<file path="config.mk">
export PLATFORM = sky130hd
export DESIGN_NAME = mem_arbiter_flat
export DESIGN_NICKNAME = d
export VERILOG_FILES = /design/src/rtl/mem_arbiter_if.sv /design/src/rtl/mem_arbiter.sv /design/src/flat_wrapper.sv
export SDC_FILE = /design/constraint.sdc
export NUM_CORES = 1
export LEC_CHECK = 0
export ABC_AREA = 1
export BUFFER_PORTS_ARGS = -buffer_cell sky130_fd_sc_hd__buf_2
export CAP_MARGIN = 20
export CORE_MARGIN = 10
export CORE_UTILIZATION = 40
export DETAILED_ROUTE_END_ITERATION = 16
export PLACE_DENSITY = 0.67
export SLEW_MARGIN = 20
export SYNTH_ARGS = -nofsm -noshare
export SYNTH_HDL_FRONTEND = slang
export SYNTH_SLANG_ARGS = --single-unit
</file>
<file path="constraint.sdc">
create_clock -name clk -period 1.4 [get_ports clk]
set_input_delay 0.28 -clock clk [delete_from_list [all_inputs] [get_ports clk]]
set_output_delay 0.28 -clock clk [all_outputs]
set_load 0.05 [all_outputs]
</file>
<file path="src/rtl/mem_arbiter_if.sv">
// Bus bundle between the requester FSMs and mem_arbiter: request/release in,
// grant/select/enable/busy out.
interface mem_arbiter_if #(
  parameter int unsigned N_REQ = 2,
  parameter int unsigned SEL_W = 3
);
  logic [N_REQ-1:0] req;
  logic [N_REQ-1:0] done;
  logic [N_REQ-1:0] grant;
  logic [SEL_W-1:0] sel;
  logic             mem_en;
  logic             busy;

  modport master (
    output req, done,
    input  grant, sel, mem_en, busy
  );

  modport slave (
    input  req, done,
    output grant, sel, mem_en, busy
  );
endinterface

</file>
<file path="src/rtl/mem_arbiter.sv">
// Round-robin arbiter for the shared memory address path, one turnaround cycle between grants.
// Optional forced release after MAX_HOLD cycles when others wait: define MEM_ARB_TIMEOUT_EN.
module mem_arbiter #(
  parameter int unsigned N_REQ    = 2,
  parameter int unsigned SEL_W    = 3,
  parameter int unsigned MAX_HOLD = 16,
  parameter int unsigned HOLD_W   = 5
) (
  input  logic          clk,
  input  logic          rst,
  mem_arbiter_if.slave  bus
);

  localparam logic [1:0] S_IDLE  = 2'd0;
  localparam logic [1:0] S_GRANT = 2'd1;
  localparam logic [1:0] S_GAP   = 2'd2;

  localparam int unsigned NSLOT = 1 << SEL_W;

  if (N_REQ < 2 || N_REQ > NSLOT || MAX_HOLD < 1 || MAX_HOLD >= (1 << HOLD_W)) begin : g_param_check
    $error("mem_arbiter: illegal parameter combination");
  end

  logic [1:0]       state_q, state_d;
  logic [N_REQ-1:0] grant_q, grant_d;
  logic [SEL_W-1:0] sel_q, sel_d;
  logic             mem_en_q, mem_en_d;
  logic             busy_q, busy_d;
  logic [SEL_W-1:0] last_q, last_d;

  // Widen req/done to the full select range so an SEL_W-bit index selects exactly.
  logic [NSLOT-1:0] req_pad;
  logic [NSLOT-1:0] done_pad;
  assign req_pad  = NSLOT'(bus.req);
  assign done_pad = NSLOT'(bus.done);

  logic             win_found;
  logic [SEL_W-1:0] win_idx;
  logic             timeout;
  logic             release_now;

  always_comb begin
    logic [SEL_W:0] idx_w;
    win_found = 1'b0;
    win_idx   = '0;
    idx_w     = '0;
    for (int unsigned k = 1; k <= N_REQ; k++) begin
      idx_w = {1'b0, last_q} + (SEL_W+1)'(k);
      if (idx_w >= (SEL_W+1)'(N_REQ)) begin
        idx_w = idx_w - (SEL_W+1)'(N_REQ);
      end
      if (!win_found && req_pad[idx_w[SEL_W-1:0]]) begin
        win_found = 1'b1;
        win_idx   = idx_w[SEL_W-1:0];
      end
    end
  end

`ifdef MEM_ARB_TIMEOUT_EN
  logic [HOLD_W-1:0] hold_q, hold_d;
  logic              others_waiting;

  assign others_waiting = |(req_pad & ~(NSLOT'(1) << last_q));
  assign timeout = (hold_q == HOLD_W'(MAX_HOLD - 1)) && others_waiting;

  always_comb begin
    hold_d = hold_q;
    if (state_q != S_GRANT) begin
      hold_d = '0;
    end else if (hold_q != HOLD_W'(MAX_HOLD)) begin
      hold_d = hold_q + HOLD_W'(1);
    end
  end

  always_ff @(posedge clk) begin
    if (rst) begin
      hold_q <= '0;
    end else begin
      hold_q <= hold_d;
    end
  end
`else
  assign timeout = 1'b0;
`endif

  assign release_now = !req_pad[last_q] || done_pad[last_q] || timeout;

  always_comb begin
    state_d  = state_q;
    grant_d  = grant_q;
    sel_d    = sel_q;
    mem_en_d = mem_en_q;
    busy_d   = busy_q;
    last_d   = last_q;
    case (state_q)
      S_IDLE, S_GAP: begin
        if (win_found) begin
          state_d  = S_GRANT;
          grant_d  = N_REQ'(1) << win_idx;
          sel_d    = win_idx;
          mem_en_d = 1'b1;
          busy_d   = 1'b1;
          last_d   = win_idx;
        end else begin
          state_d  = S_IDLE;
          grant_d  = '0;
          mem_en_d = 1'b0;
          busy_d   = 1'b0;
        end
      end
      S_GRANT: begin
        // The grantee index is last_q; its req/done alone decide release.
        if (release_now) begin
          state_d  = S_GAP;
          grant_d  = '0;
          mem_en_d = 1'b0;
          busy_d   = 1'b1;
        end
      end
      default: begin
        state_d  = S_IDLE;
        grant_d  = '0;
        mem_en_d = 1'b0;
        busy_d   = 1'b0;
      end
    endcase
  end

  always_ff @(posedge clk) begin
    if (rst) begin
      state_q  <= S_IDLE;
      grant_q  <= '0;
      sel_q    <= '0;
      mem_en_q <= 1'b0;
      busy_q   <= 1'b0;
      last_q   <= SEL_W'(N_REQ - 1);
    end else begin
      state_q  <= state_d;
      grant_q  <= grant_d;
      sel_q    <= sel_d;
      mem_en_q <= mem_en_d;
      busy_q   <= busy_d;
      last_q   <= last_d;
    end
  end

  assign bus.grant  = grant_q;
  assign bus.sel    = sel_q;
  assign bus.mem_en = mem_en_q;
  assign bus.busy   = busy_q;

endmodule

</file>
<file path="src/flat_wrapper.sv">
// flat-port wrapper written by rule: the top's interface ports become plain ports
module mem_arbiter_flat 
#(
  parameter int unsigned N_REQ    = 2,
  parameter int unsigned SEL_W    = 3,
  parameter int unsigned MAX_HOLD = 16,
  parameter int unsigned HOLD_W   = 5
)
  (clk, rst, bus_req, bus_done, bus_grant, bus_sel, bus_mem_en, bus_busy);
  mem_arbiter_if #(.N_REQ(N_REQ), .SEL_W(SEL_W)) bus_i ();
  input  logic clk;
  input  logic rst;
  input wire logic [$bits(bus_i.req)-1:0] bus_req;
  input wire logic [$bits(bus_i.done)-1:0] bus_done;
  output wire logic [$bits(bus_i.grant)-1:0] bus_grant;
  output wire logic [$bits(bus_i.sel)-1:0] bus_sel;
  output wire logic [$bits(bus_i.mem_en)-1:0] bus_mem_en;
  output wire logic [$bits(bus_i.busy)-1:0] bus_busy;
  assign bus_i.req = bus_req;
  assign bus_i.done = bus_done;
  assign bus_grant = bus_i.grant;
  assign bus_sel = bus_i.sel;
  assign bus_mem_en = bus_i.mem_en;
  assign bus_busy = bus_i.busy;
  mem_arbiter #(.N_REQ(N_REQ), .SEL_W(SEL_W), .MAX_HOLD(MAX_HOLD), .HOLD_W(HOLD_W)) u_core (.clk(clk), .rst(rst), .bus(bus_i));
endmodule
</file>
======== Word-level counts from Yosys, hierarchy flattened ========
Index checks and enable logic that the tools add are counted.
storage, ports and cells
  input port bits ......................... 6
  register bits ........................... 12
  logic and storage cells ................. 51
cells by class
  equal/unequal tests ..................... 3
  reduce and logical (&&, ||, !) cells .... 7
  shift-type cells ........................ 1
  add/subtract/negate cells ............... 4
  multiplexer cells ....................... 25
  order comparisons ....................... 5
operators by type and width
  kind                                                                                  count
  1-bit binary-select mux with 3-bit select                                             4
  3-bit by 4-bit less-than comparator with 1-bit output (second input constant)         3
  3-bit 2-to-1 mux                                                                      4
  1-bit 2-to-1 mux                                                                      10
  4-bit by 2-bit greater-or-equal comparator with 1-bit output (second input constant)  2
  2-bit one-hot mux with 2 select lines                                                 2
  2-bit 2-to-1 mux                                                                      3
  3-bit by 2-bit subtractor with 3-bit output (second input constant)                   2
  3-bit by 1-bit adder with 4-bit output (second input constant)                        1
  3-bit by 2-bit adder with 4-bit output (second input constant)                        1
  1-bit one-hot mux with 2 select lines                                                 2
  1-bit by 3-bit << shifter with 2-bit output (first input constant)                    1
  2-bit by 1-bit == test with 1-bit output (second input constant)                      1
  2-bit == test (second input constant)                                                 1
  1-bit zero test                                                                       2
  2-bit zero test                                                                       1
  2-bit by 1-bit inequality test with 1-bit output (second input constant)              1
  2-bit AND reduction                                                                   1
  2-bit OR reduction                                                                    1
  1-bit logical AND                                                                     1
  1-bit logical OR                                                                      1

======== Depth between registers and ports, before layout ========
Gate-level depths: netlist of the first run.
  depth in word-level cells ............... 12
  depth in mapped cells ................... 13

======== Worst setup path before layout of the first run ========
Ideal clock, no wire load.
  path type ............................... register to register
  start point ............................. reg u_core.bus.mem_en (netlist name)
  end point ............................... reg u_core.grant_q[0], in the netlist u_core.bus.grant[0]
  stages on the path, launching flop included .. 9
  data required time ...................... 1289 ps
  slack ................................... -198 ps
  arrival time ............................ 1487 ps
  period minus slack after synthesis ...... 1598 ps
  library setup time ...................... 111 ps
  buffers on the path ..................... 0
  cells stage by stage .................... dfxtp_1 inv_2 nor2_1 nand2_2 nor3_4 inv_2 or2_0 nand2_1 nor2_1
RTL lines
  what                    line                text
  end signal: assignment  mem_arbiter.sv:139  grant_q <= grant_d;
  end: declaration        mem_arbiter.sv:25   logic [N_REQ-1:0] grant_q, grant_d;

======== Worst setup path in the final report of the first run ========
  start point ............................. reg u_core.last_q[0]
  end point ............................... reg u_core.grant_q[0], in the netlist u_core.bus.grant[0]
between the ends
  cells in the longest elaborated chain, start to end .. 12
RTL lines
  what                                                                                                                                line                                  text
  start: declaration                                                                                                                  mem_arbiter.sv:29                     logic [SEL_W-1:0] last_q, last_d;
  start signal: assignment                                                                                                            mem_arbiter.sv:136                    last_q <= SEL_W'(N_REQ - 1);
  start signal: assignment                                                                                                            mem_arbiter.sv:143                    last_q <= last_d;
  3-bit by 1-bit adder with 4-bit output                                                                                              mem_arbiter.sv:48                     idx_w = {1'b0, last_q} + (SEL_W+1)'(k);
  4-bit by 2-bit greater-or-equal comparator with 1-bit output / 3-bit by 2-bit subtractor with 3-bit output (equally long branches)  mem_arbiter.sv:49, mem_arbiter.sv:50
  3-bit 2-to-1 mux                                                                                                                    mem_arbiter.sv:49                     if (idx_w >= (SEL_W+1)'(N_REQ)) begin
  1-bit binary-select mux with 3-bit select                                                                                           mem_arbiter.sv:52                     if (!win_found && req_pad[idx_w[SEL_W-1:0]]) begin
  1-bit 2-to-1 mux (implied by the code)                                                                                              mem_arbiter.sv:52
  1-bit 2-to-1 mux                                                                                                                    mem_arbiter.sv:52
  1-bit zero test                                                                                                                     mem_arbiter.sv:52
  1-bit logical AND                                                                                                                   mem_arbiter.sv:52
  3-bit 2-to-1 mux                                                                                                                    mem_arbiter.sv:52
  1-bit by 3-bit << shifter with 2-bit output                                                                                         mem_arbiter.sv:99                     grant_d = N_REQ'(1) << win_idx;
  2-bit 2-to-1 mux                                                                                                                    mem_arbiter.sv:97                     if (win_found) begin
  2-bit one-hot mux with 2 select lines                                                                                               mem_arbiter.sv:95                     case (state_q)
Several ways; a longest one is shown, not always the timed one. The select of a mux whose other input is x is not followed.
A chain may end at the register's enable or synchronous reset.

==> flow_summary.ini, run 1 <==
[outcome]
status = finished clean

[critical_path]
timing.critical_path.slowest_cell_delay_ps = 410
timing.critical_path.mode_cell = sky130_fd_sc_hd__nand2_2
crit_chain = ha_4 -> inv_2 -> nand2_2 -> nand2_2 -> nor2_2 -> nand3_2 -> nand2_2 -> nand2_4 -> nand2_2 -> nand2_2 -> nor2_1
critical_path_peak_fanout = 6
critPathRequiredTime_ps = 1600
cp-end-kind = flip-flop
crit_arrival_ps = 1580
timing.setup.critical_path_class = reg -> reg
worst_setup_path_start_kind = flip-flop
cp_slowest_cell = sky130_fd_sc_hd__dfxtp_4

[timing]
maxClockFrequency_mhz = 724
rsz0062_at_grt = yes
worst_slew_slack_as_a_fraction_of_its_limit_pct = 83.3
setup_tns_ps = 0
clock-skew-final_ps = 2.35
post_route_worst_setup_slack_ps = 18.0
setup_viol = 0
layout_min_cycle_time_ps = 1380
layout_worst_path_cycle_share_pct = 98.7
tightestPinTransition_ps = 253
maxSlewViolCount = 0
timing_hold_violations_final = 0

[final_layout]
final_cell_count_no_fill = 124
antenna_cells = 0
num-nets-final = 121
area_growth_syn_to_layout_pct = 49.4
drive_gt1_share_pct = 64.8

[logic_synthesis]
post-synth-top-count-cell = sky130_fd_sc_hd__nand2_1
synth.ff_latch_count = 9
synth_top_cell_area_share_pct = 29.5
synth.area.top_cells = sky130_fd_sc_hd__dfxtp_1, sky130_fd_sc_hd__nand2_1, sky130_fd_sc_hd__ha_1
distinct_cells_synth = 19
synth_edf_count = 0
synth_fp_nets = 97
synth_cells = 85
syn-mean-instance-area_um2 = 7.18
ys_seq_area_share_pct = 29.5
synthArstFlopShare_pct = 0
synth.cells.most_frequent = sky130_fd_sc_hd__nand2_1, sky130_fd_sc_hd__inv_1, sky130_fd_sc_hd__dfxtp_1
syn-cell-area_um2 = 611
yosysWarningCount = 0
synth_area_leader_cell = sky130_fd_sc_hd__dfxtp_1
ys_flop_type = sky130_fd_sc_hd__dfxtp_1

[route]
wl_um = 1430
route.detailed.drc = 0
routed_via_density = 4.83
number_of_design_rule_violations_left_by_the_first_detailed_router_iteration = 6
antenna_left = 0
wire_per_inst_um = 11.6
vias = 599
drt_pre_antenna_iters = 4

[floorplan]
dieArea_um2 = 3490
die_h_um = 59.1
boundaryPins = 13
floorplan.initialDensity_pct = 41.5
num_rows = 14
floorplan.core_area_um2 = 1470
fp.dieW_um = 59.1

[placed_design]
gp_routability_congestion = 0.801
place.port_buffers = 12
placement.setup.worst_slack_ps = -60.9
post-dp-hpwl_um = 1040
number_of_cells_in_the_design_after_placement = 120

[cts]
cts_buf_count = 3
cts.hold.buffers_added = 0
worstSkewPairLatency_ps = 250
numClockSinks = 9
clkSlewWorstSetupHoldPaths_ps = 50
cts.repair_timing.setup_buffer_count = 0
cts_tree = done
clk_path_buf_depth = 2
h-tree-depth = 1
clock-root-buffer = sky130_fd_sc_hd__clkbuf_4

[global_routing]
initial_antenna_violation_count = 0
first_pass_grt_wire_length_um = 2150
grtUsageTotal_pct = 7.86
global_route_congestion_overflow_total = 0
number_of_global_route_vias_before_repair = 545
grt_max_degree = 7

[power_and_ir_drop]
power.static_leakage_nw = 0.458
totalPowerFinal_mw = 1.61
ir_drop_mv = 1.11
pwr_density_cell_nw_per_um2 = 1770

[hold_path]
worst_hold_path_type = in -> reg

[run]
cap_violations = 0
flip-flops by register name, summed over array words and instances, names as in the netlist:
| signal | cells |
|---|---|
| u_core.bus.grant | 2 |
| u_core.bus.mem_en | 1 |
| u_core.bus.busy | 1 |
| u_core.state_q | 1 |
| u_core.last_q | 1 |
| u_core.bus.sel | 3 |
routing by layer:
layer | global-route usage (%) | vias up | wire, um
met5 | 0 | - | 0
met4 | 5.90 | 0 | 51
met3 | 3.86 | 7 | 126
met2 | 12.8 | 19 | 715
met1 | 7.49 | 263 | 540
li1 | - | 310 | -
report_power, final:
group / internal, mW / leakage [nW] / total [mW] / switching [mW]
Sequential: 0.349 / 0.0761 / 0.422 / 0.0733
Combinational: 0.354 / 0.367 / 1.00 / 0.650
Clock: 0.109 / 0.0150 / 0.189 / 0.0800
Total: 0.812 / 0.458 / 1.61 / 0.803
logic make-up (layout without fill, tap and decap cells):
group / Yosys count / after routing / share of synthesized area, %
buffers and inverters: 18 / 41 / 14.3
adder cells (fa/ha/maj): 6 / 6 / 12.3
flip-flops: 9 / 9 / 29.5
AO/OA/AOI/OAI: 3 / 3 / 2.46
AND/OR/NAND/NOR: 49 / 49 / 41.4
critical path: cells and delay by family, from the launching register on:
kind,cells,cell delay (ps)
adders and majority gates,1,150
buffers and inverters,1,40
DFF,1,410
and+or+nand+nor,9,710
metrics by stage:
stage	hold slack (ps)	instance area [um2]	utilization, %
floorplan	349	616	-
global placement	451	744	50.6
detailed placement	462	744	50.6
CTS	264	779	53.0
global route	247	912	62.0
finish	265	912	62.0
layout by cell type (no fill, tap or decap), types with 2 or more instances in the layout:
cell,count
sky130_fd_sc_hd__nand3_1,3
sky130_fd_sc_hd__clkbuf_4,3
sky130_fd_sc_hd__nand4_1,2
sky130_fd_sc_hd__nand2_4,3
sky130_fd_sc_hd__nor2_1,4
sky130_fd_sc_hd__nand3_2,5
sky130_fd_sc_hd__a21oi_1,2
sky130_fd_sc_hd__nand2_2,15
sky130_fd_sc_hd__inv_1,6
sky130_fd_sc_hd__nand2_1,10
sky130_fd_sc_hd__buf_4,9
sky130_fd_sc_hd__dfxtp_4,3
sky130_fd_sc_hd__inv_2,6
sky130_fd_sc_hd__buf_2,12
sky130_fd_sc_hd__nor2_2,2
sky130_fd_sc_hd__ha_4,5
sky130_fd_sc_hd__dfxtp_1,5
sky130_fd_sc_hd__nor3_1,3
what timing repair did:
action | 4_1_cts | 5_1_grt
resized for setup | 5 | 38
endpoints found under the setup margin | 8 | 8
pin swaps | 0 | 16
final timing paths:
kind                                  start                               end  slack [ps]  depth (start not counted)
min                                     rst    u_core.bus.sel[2]$_SDFFE_PP0P_         270                          2
min reg2reg  u_core.bus.sel[0]$_SDFFE_PP0P_    u_core.bus.sel[0]$_SDFFE_PP0P_         470                          2
max           u_core.last_q[0]$_SDFFE_PP1P_  u_core.bus.grant[0]$_SDFFE_PP0P_          20                         11
max reg2reg   u_core.last_q[0]$_SDFFE_PP1P_  u_core.bus.grant[0]$_SDFFE_PP0P_          20                         11
area by class of cell:
cell class | count | area, um2
fill | 126 | 559
multi-input combinational | 58 | 463
sequential | 9 | 193
timing repair buffer | 22 | 139
inverter | 15 | 71.3
clock buffer | 4 | 26.3
tap | 16 | 20.0
No activity file was read; power rests on OpenSTA's default activity.
==> run 2, diff against run 1 <==
--- a/config.mk
+++ b/config.mk
@@ -6,7 +6,7 @@
 export NUM_CORES = 1
 export LEC_CHECK = 0
 export ABC_AREA = 1
-export BUFFER_PORTS_ARGS = -buffer_cell sky130_fd_sc_hd__buf_2
+export BUFFER_PORTS_ARGS = -buffer_cell sky130_fd_sc_hd__buf_4
 export CAP_MARGIN = 20
 export CORE_MARGIN = 10
 export CORE_UTILIZATION = 40
==> run 2 against run 1 <==
Sequential cell count is the same; die area is the same; global-route usage is 0.99 points higher; combinational power grew 4%; sequential power barely moved; via count shrank 2.7%; clock skew rose by 1.5 ps; register-to-register slack hardly changed; routed wire length is the same; total power grew 3.2%; critical path depth fell by 1; critical endpoint unchanged; largest cell class unchanged; highest routed layer unchanged.
==> flow_summary.ini, run 2 (synthesized netlist as in run 1, its figures left out) <==
[outcome]
status = finished clean

[power_and_ir_drop]
power.share.switching_pct = 50.1
totalPowerFinal_mw = 1.67
p_sw_mw = 0.835
ir_drop_mv = 1.23
power.combinational.fraction_pct = 62.6
power.static_leakage_nw = 0.459
seq_power_share_pct = 25.5
internal_power_mw = 0.831
p_clk_share_pct = 11.9
pwr_density_cell_nw_per_um2 = 1760

[timing]
worst_slew_slack_as_a_fraction_of_its_limit_pct = 85.0
rsz0062_at_grt = yes
clock-skew-final_ps = 3.85
maxSlewViolCount = 0
timing_hold_violations_final = 0
layout_min_cycle_time_ps = 1390
maxClockFrequency_mhz = 722
layout_worst_path_cycle_share_pct = 98.9
setup_viol = 0
tightestPinTransition_ps = 223
fin_hold_ws_ps = 216

[route]
route.detailed.drc = 0
antenna_left = 0
drt_pre_antenna_iters = 4
wire_per_inst_um = 11.7
routed_via_density = 4.74
number_of_design_rule_violations_left_by_the_first_detailed_router_iteration = 9
wl_um = 1430
vias = 583

[floorplan]
die_h_um = 59.1
boundaryPins = 13
floorplan.core_area_um2 = 1470
fp.dieW_um = 59.1
num_rows = 14
dieArea_um2 = 3490
floorplan.initialDensity_pct = 41.5

[global_routing]
number_of_global_route_vias_before_repair = 557
grtUsageTotal_pct = 8.85
first_pass_grt_wire_length_um = 2340
initial_antenna_violation_count = 0
grt_max_degree = 8
global_route_congestion_overflow_total = 0

[final_layout]
drive_gt1_share_pct = 64.5
largest_register_ffs = 3
antenna_cells = 0
area_growth_syn_to_layout_pct = 55.3
commonest_non_fill_non_tap_cell_in_the_layout = sky130_fd_sc_hd__buf_4
finish.utilization_pct = 64.5
final_cell_mix = sky130_fd_sc_hd__buf_4, sky130_fd_sc_hd__nand2_1, sky130_fd_sc_hd__nand2_2
num-nets-final = 120

[critical_path]
cp_top_family = simple AND/OR/NAND/NOR gates
path_buf_inv = 2
critical_path_peak_fanout = 6
crit_chain = inv_8 -> ha_4 -> inv_2 -> nand2_2 -> nand3_2 -> nand2_2 -> nand2_4 -> nand2_2 -> nand2_2 -> nor2_2
timing.critical_path.mode_cell = sky130_fd_sc_hd__nand2_2
crit_arrival_ps = 1590
timing.critical_path.slowest_cell_delay_ps = 420
cp_slowest_cell = sky130_fd_sc_hd__dfxtp_4
worst_setup_path_start_kind = flip-flop
cp-end-kind = flip-flop
timing.setup.critical_path_class = reg -> reg
critPathRequiredTime_ps = 1600

[hold_path]
worst_hold_path_type = in -> reg

[cts]
clkSlewWorstSetupHoldPaths_ps = 60
h-tree-depth = 1
clk_path_buf_depth = 2
numClockSinks = 9
worstSkewPairLatency_ps = 260
cts_buf_count = 3
cts_tree = done
clock-root-buffer = sky130_fd_sc_hd__clkbuf_4

[placed_design]
place.port_buffers = 12
gp_routability_congestion = 0.740
post-dp-hpwl_um = 1090

[run]
cap_violations = 0
==> run 2: power groups by stage <==
stage	registers (mW)	clock network [mW]	logic, mW
floorplan	0.593	0	0.492
finish	0.425	0.198	1.04
global placement	0.411	0	0.875
global route	0.437	0.216	1.15
detailed placement	0.414	0	0.888
CTS	0.421	0.204	0.934
==> run 2: worst paths after layout <==
check	startpoint	end	slack (ps)	depth (start not counted)
worst max register to register	u_core.bus.sel[1]$_SDFFE_PP0P_	u_core.bus.grant[0]$_SDFFE_PP0P_	10	10
worst max-delay path	u_core.bus.sel[1]$_SDFFE_PP0P_	u_core.bus.grant[0]$_SDFFE_PP0P_	10	10
worst min-delay path	rst	u_core.bus.sel[2]$_SDFFE_PP0P_	220	2
worst min register to register	u_core.bus.grant[1]$_SDFFE_PP0P_	u_core.bus.grant[1]$_SDFFE_PP0P_	470	2
==> run 2: through the flow <==
step	cells	setup slack [ps]	TNS, ps	cell area [um2]
floorplan	85	27.2	0	616
global placement	118	-22.3	-37.2	759
detailed placement	118	-100	-480	759
CTS	122	2.14	0	841
global route	123	-90.0	-483	948
finish	123	15.0	0	948
==> run 2: repair_timing <==
item,4_1_cts,5_1_grt
pin swaps,5,17
setup endpoints to repair,8,8
buffers inserted,0,1
hold buffers,0,0
gates cloned,0,0
resized for setup,16,29
==> run 2: layout make-up <==
type / instances / area [um2]
Multi-Input combinational cell: 58 / 470
Timing Repair Buffer: 21 / 161
Fill cell: 134 / 523
Tap cell: 16 / 20.0
Clock buffer: 3 / 22.5
Inverter: 15 / 73.8
Sequential cell: 9 / 195
Clock inverter: 1 / 5.00
==> run 2: routing by layer <==
metal	track usage [%]	routed length [um]	up-vias
li1	-	-	312
met1	8.71	571	255
met2	14.3	700	12
met3	3.22	112	4
met4	7.87	49	0
met5	0	0	-
